--- config.mk ---
export PLATFORM = sky130hd
export DESIGN_NAME = io_uart_port
export DESIGN_NICKNAME = d
export VERILOG_FILES = /design/src/rtl/io_uart_port.sv
export SDC_FILE = /design/constraint.sdc
export NUM_CORES = 1
export LEC_CHECK = 0
export CAP_MARGIN = 40
export CELL_PAD_IN_SITES_DETAIL_PLACEMENT = 1
export CELL_PAD_IN_SITES_GLOBAL_PLACEMENT = 2
export CORE_MARGIN = 10
export CORE_UTILIZATION = 25
export CTS_CLUSTER_DIAMETER = 100
export DETAILED_ROUTE_END_ITERATION = 8
export PLACE_DENSITY = 0.56
export SLEW_MARGIN = 20
export SYNTH_ARGS = -nofsm -noshare
export SYNTH_HDL_FRONTEND = slang
export SYNTH_SLANG_ARGS = --single-unit
--- constraint.sdc ---
create_clock -name clk -period 3.65 [get_ports clk]
set_input_delay 0.9125 -clock clk [delete_from_list [all_inputs] [get_ports clk]]
set_output_delay 0.9125 -clock clk [all_outputs]
set_load 0.01 [all_outputs]
--- src/rtl/io_uart_port.sv ---
// Memory-mapped 8N1 UART: DATA/STATUS registers on a zero-wait-state CPU IO bus,
// independent TX and RX state machines, CLKS_PER_BIT clock cycles per serial bit.
module io_uart_port #(
  parameter int CLKS_PER_BIT = 104
) (
  input  logic        clk,
  input  logic        resetq,
  input  logic        io_rd,
  input  logic        io_wr,
  input  logic [15:0] io_addr,
  input  logic [15:0] wdata,
  output logic [15:0] rdata,
  input  logic        uart_rx,
  output logic        uart_tx
);

  localparam logic [15:0] BIT_LAST  = 16'(CLKS_PER_BIT - 1);
  localparam logic [15:0] HALF_LAST = 16'(CLKS_PER_BIT / 2 - 1);

  // ---------------------------------------------------------------- decode
  logic sel_data, sel_stat;
  logic rd_data, rd_stat, wr_data;

  assign sel_data = io_addr[12];
  assign sel_stat = !io_addr[12] && io_addr[13];
  assign rd_data  = io_rd && sel_data;
  assign rd_stat  = io_rd && sel_stat;
  assign wr_data  = io_wr && sel_data;

  logic unused_bits;
  assign unused_bits = &{1'b0, io_addr[15:14], io_addr[11:0], wdata[15:8]};

  // ---------------------------------------------------------------- TX
  typedef enum logic [1:0] {TX_IDLE, TX_START, TX_DATA, TX_STOP} tx_state_t;

  tx_state_t   tx_state, tx_state_nx;
  logic [15:0] tx_cnt, tx_cnt_nx;
  logic [2:0]  tx_bit, tx_bit_nx;
  logic [7:0]  tx_shift, tx_shift_nx;
  logic        tx_ready;

  assign tx_ready = (tx_state == TX_IDLE);

  always_ff @(posedge clk or negedge resetq) begin
    if (!resetq) begin
      tx_state <= TX_IDLE;
      tx_cnt   <= '0;
      tx_bit   <= '0;
      tx_shift <= '0;
    end else begin
      tx_state <= tx_state_nx;
      tx_cnt   <= tx_cnt_nx;
      tx_bit   <= tx_bit_nx;
      tx_shift <= tx_shift_nx;
    end
  end

  always_comb begin
    tx_state_nx = tx_state;
    tx_cnt_nx   = tx_cnt;
    tx_bit_nx   = tx_bit;
    tx_shift_nx = tx_shift;
    case (tx_state)
      TX_IDLE: begin
        // Writes while busy fall through here untouched, i.e. are dropped.
        if (wr_data) begin
          tx_state_nx = TX_START;
          tx_cnt_nx   = '0;
          tx_bit_nx   = '0;
          tx_shift_nx = wdata[7:0];
        end
      end
      TX_START: begin
        if (tx_cnt == BIT_LAST) begin
          tx_state_nx = TX_DATA;
          tx_cnt_nx   = '0;
        end else begin
          tx_cnt_nx = tx_cnt + 16'd1;
        end
      end
      TX_DATA: begin
        if (tx_cnt == BIT_LAST) begin
          tx_cnt_nx   = '0;
          tx_shift_nx = {1'b0, tx_shift[7:1]};
          if (tx_bit == 3'd7) begin
            tx_state_nx = TX_STOP;
          end else begin
            tx_bit_nx = tx_bit + 3'd1;
          end
        end else begin
          tx_cnt_nx = tx_cnt + 16'd1;
        end
      end
      TX_STOP: begin
        if (tx_cnt == BIT_LAST) begin
          tx_state_nx = TX_IDLE;
          tx_cnt_nx   = '0;
        end else begin
          tx_cnt_nx = tx_cnt + 16'd1;
        end
      end
      default: begin
        tx_state_nx = TX_IDLE;
        tx_cnt_nx   = '0;
      end
    endcase
  end

  // Decoded from state so an asynchronous reset returns the line high at once.
  always_comb begin
    case (tx_state)
      TX_START: uart_tx = 1'b0;
      TX_DATA:  uart_tx = tx_shift[0];
      default:  uart_tx = 1'b1;
    endcase
  end

  // ---------------------------------------------------------------- RX
  typedef enum logic [1:0] {RX_IDLE, RX_START, RX_DATA, RX_STOP} rx_state_t;

  logic [1:0]  rx_sync;
  logic        rx_s;
  rx_state_t   rx_state, rx_state_nx;
  logic [15:0] rx_cnt, rx_cnt_nx;
  logic [2:0]  rx_bit, rx_bit_nx;
  logic [7:0]  rx_shift, rx_shift_nx;
  logic        rx_done;

  assign rx_s = rx_sync[1];

  always_ff @(posedge clk or negedge resetq) begin
    if (!resetq) begin
      rx_sync  <= 2'b11;
      rx_state <= RX_IDLE;
      rx_cnt   <= '0;
      rx_bit   <= '0;
      rx_shift <= '0;
    end else begin
      rx_sync  <= {rx_sync[0], uart_rx};
      rx_state <= rx_state_nx;
      rx_cnt   <= rx_cnt_nx;
      rx_bit   <= rx_bit_nx;
      rx_shift <= rx_shift_nx;
    end
  end

  always_comb begin
    rx_state_nx = rx_state;
    rx_cnt_nx   = rx_cnt;
    rx_bit_nx   = rx_bit;
    rx_shift_nx = rx_shift;
    rx_done     = 1'b0;
    case (rx_state)
      RX_IDLE: begin
        if (!rx_s) begin
          rx_state_nx = RX_START;
          rx_cnt_nx   = '0;
          rx_bit_nx   = '0;
        end
      end
      RX_START: begin
        // Half a bit in: still low means a real start bit, high means a glitch.
        if (rx_cnt == HALF_LAST) begin
          rx_cnt_nx   = '0;
          rx_state_nx = rx_s ? RX_IDLE : RX_DATA;
        end else begin
          rx_cnt_nx = rx_cnt + 16'd1;
        end
      end
      RX_DATA: begin
        if (rx_cnt == BIT_LAST) begin
          rx_cnt_nx   = '0;
          rx_shift_nx = {rx_s, rx_shift[7:1]};
          if (rx_bit == 3'd7) begin
            rx_state_nx = RX_STOP;
          end else begin
            rx_bit_nx = rx_bit + 3'd1;
          end
        end else begin
          rx_cnt_nx = rx_cnt + 16'd1;
        end
      end
      RX_STOP: begin
        if (rx_cnt == BIT_LAST) begin
          rx_state_nx = RX_IDLE;
          rx_cnt_nx   = '0;
          rx_done     = rx_s;
        end else begin
          rx_cnt_nx = rx_cnt + 16'd1;
        end
      end
      default: begin
        rx_state_nx = RX_IDLE;
        rx_cnt_nx   = '0;
      end
    endcase
  end

  // ---------------------------------------------------------------- status
  logic [7:0] rx_hold;
  logic       rx_valid;
  logic       overrun;

  always_ff @(posedge clk or negedge resetq) begin
    if (!resetq) begin
      rx_hold  <= 8'h00;
      rx_valid <= 1'b0;
      overrun  <= 1'b0;
    end else begin
      // A same-cycle DATA read frees the holding register for the new byte.
      if (rx_done) begin
        if (!rx_valid || rd_data) begin
          rx_hold  <= rx_shift;
          rx_valid <= 1'b1;
        end
      end else if (rd_data) begin
        rx_valid <= 1'b0;
      end

      if (rx_done && rx_valid && !rd_data) begin
        overrun <= 1'b1;
      end else if (rd_stat) begin
        overrun <= 1'b0;
      end
    end
  end

  always_comb begin
    rdata = 16'h0000;
    if (sel_data) begin
      rdata = {8'h00, rx_hold};
    end else if (sel_stat) begin
      rdata = {13'b0, overrun, rx_valid, tx_ready};
    end
  end

endmodule

==> flow_metrics.py <==
metrics = {
    "run_status": {
        "outcome": "completed",
    },
    "detailed_routing": {
        "vias_per_cell": 4.800,
        "wl_per_cell_um": 15.70,
        "num_vias": 2741,
        "drc": 0,
        "drt_iter0_markers": 94,
        "routed_wl_um": 8966,
        "first_pass_iters": 4,
        "antenna_left": 0,
    },
    "pwr": {
        "finalPower_uw": 2419,
        "leakagePower_uw": 0.001963,
        "power_density_nw_per_um2": 542.6,
        "peakVddDrop_uv": 197.1,
    },
    "timing": {
        "max-slew-margin-rel_pct": 52.11,
        "worst_pin_slew_ns": 0.7118,
        "timing.fmax_ghz": 0.2981,
        "rsz0062_at_grt": "false",
        "slew_viol_final": 0,
        "setup_viol": 0,
        "finalCritPeriodShare_pct": 91.92,
        "finalClockSkew_ns": 0.004114,
        "fin_crit_ns": 3.355,
        "finalHoldViolCount": 0,
        "setup-tns-final_ns": 0,
        "fin_ws_ns": 0.2949,
    },
    "finish": {
        "area_growth_pct": 20.65,
        "final_area_sq_um": 4459,
        "drive_gt1_share_pct": 16.80,
        "final_common_cell": "dfrtp_1",
        "diodes": 0,
        "nNetsFinal": 430,
        "final_cell_mix": "dfrtp_1, mux2_2, nand2_1",
    },
    "die": {
        "dieArea_sq_um": 20050,
        "num_rows": 44,
        "dieWidth_um": 141.6,
        "core-area_sq_um": 14530,
        "start_util_pct": 25.43,
        "die_h_um": 141.6,
        "pin_count": 54,
    },
    "logic_synthesis": {
        "postSynthCellCount": 354,
        "async_flop_share_pct": 100.0,
        "synth_edf_count": 0,
        "muxShareOfSynthArea_pct": 10.05,
        "synth-adder-area-share_pct": 3.724,
        "ys_types": 51,
        "synth_area_sq_um": 3696,
        "synth_top_family_by_area": "simple AND/OR/NAND/NOR gates",
        "synth.avg_cell_area_sq_um": 10.44,
        "synthFlopType": "dfrtp_1",
        "synthXorXnorAreaFrac_pct": 3.318,
        "ys_seq_area_share_pct": 47.46,
        "synth_compound_area_share_pct": 12.90,
        "synthSimpleGateAreaFrac_pct": 18.28,
        "synth_warnings": 0,
        "yosys_register_bits": 70,
    },
    "global_route": {
        "grt_pass1_wl_um": 15430,
        "use_met3_pct": 2.971,
        "grt-busiest-layer": "met2",
        "grt_overflow": 0,
        "grt_usage_pct": 9.478,
        "grt_max_degree": 54,
        "first_global_vias": 2992,
        "use_met2_pct": 15.57,
        "antenna_found_initial": 0,
        "grt_use_met1_pct": 11.32,
    },
    "critical_path": {
        "cp.arrival_ns": 2.44,
        "cp_max_fo": 4,
        "cp-start-kind": "input port",
        "critPathRequiredTime_ns": 2.74,
        "critPathCaptureType": "output pin",
        "worstSetupPathType": "in2out",
        "r2r_slack_ns": 0.88,
    },
    "clock_network": {
        "cts_max_path_buffers": 2,
        "clk_latency_ns": 0.34,
        "cts_setup_buffers": 0,
        "cts_root_buf": "clkbuf_16",
        "cts_resized": 0,
        "htreeDepth": 3,
        "cts_tree": "yes",
        "cts_hold_buf": 0,
        "clkSlewWorstSetupHoldPaths_ns": 0.05,
        "cts_num_sinks": 70,
        "numCtsBuffers": 9,
    },
    "place": {
        "portBuffers": 23,
        "hpwlAfterDp_um": 6395,
        "placed_area_sq_um": 4141,
        "gp_congestion": 0.6989,
        "pre_cts_ws_ns": 0.2336,
    },
    "min_path": {
        "min_path_type": "reg2reg",
    },
    "flow_run": {
        "max_cap_violations": 0,
    },
}
sequential cells by signal, summed over array words and instances (netlist names), named ones only:
name and flops:
overrun 1, tx_shift 8, rx_hold 8, rx_cnt 16, rx_bit 3, tx_bit 3, rx_sync 2, rx_valid 1
tx_cnt 16, rx_shift 8, tx_state 2, rx_state 1
logic make-up (layout without fill, tap and decap cells):
group                    Yosys count  count (layout)
AND/OR/NAND/NOR                  124             124
AO/OA/AOI/OAI                     70              70
flip-flops                        70              70
multiplexers                      33              33
buffers and inverters             31              57
XOR/XNOR                          14              14
adder cells (fa/ha/maj)           11              11
other                              1               8
report_power, final:
| part | leakage (uW) | internal, uW | total (uW) | switching, uW |
|---|---|---|---|---|
| Sequential | 0.000931 | 858 | 915 | 57.6 |
| Clock | 0.000150 | 618 | 956 | 338 |
| Combinational | 0.000882 | 258 | 549 | 290 |
area by class of cell:
cell class / instances / area, sq um
flip-flops and latches: 70 / 1754
multi-input cells: 260 / 1814
clock buffers: 13 / 250.2
fillers: 1660 / 10070
clock inverters: 3 / 67.56
well taps: 184 / 230.2
repair buffers: 30 / 301.5
inverters: 11 / 41.29
worst paths after layout:
check / start / endpoint / cells after the start
setup / recovery: io_addr[12] / rdata[0] / 4
hold / removal: rx_sync[0] / rx_sync[1] / 0
setup reg to reg: tx_cnt[11] / tx_shift[0] / 5
hold reg to reg: rx_sync[0] / rx_sync[1] / 0
max in group asynchronous: resetq / rx_sync[0] / 2
min in group asynchronous: resetq / tx_cnt[3] / 1
critical path, cell delays in order:
cell	delay, ns
clkdlybuf4s50_1	0.47
nor2b_1	0.32
a22o_1	0.20
clkdlybuf4s50_1	0.54
layer usage:
metal,vias up,part of all wire [%]
li1,1332,-
met1,1382,47
met2,18,49
met3,9,2.8
met4,0,1.6
met5,-,0
stage by stage:
stage	hold slack, ns	util (%)	instances
finish	0.3551	30.68	571
global route	0.3626	30.68	571
CTS	0.3563	30.68	571
detailed placement	0.3481	28.50	555
global placement	0.3466	28.19	552
floorplan	0.3452	-	361
cell usage after synthesis (all sizes together), types with 2 or more instances:
master	count	share of area, %
a21oi	8	1.2
a22o	10	2.4
a31oi	13	2.2
a32o	2	0.54
a41oi	3	0.71
and2	7	1.2
and3	4	0.68
and4	4	0.95
buf	9	1.9
clkbuf	11	1.1
dfrtp	68	46
dfstp	2	1.4
ha	11	3.7
inv	11	1.1
mux2	33	10
nand2	31	3.1
nand3	18	2.4
nand3b	3	0.61
nand4	4	0.68
nor2	25	2.5
nor2b	4	0.68
nor3	4	0.54
nor4	7	1.8
o21ai	20	2.7
o31ai	3	0.61
o41ai	2	0.47
or4	5	1.2
or4bb	2	0.61
xnor2	7	1.7
xor2	7	1.7
Power figures use the tool's default switching activity.
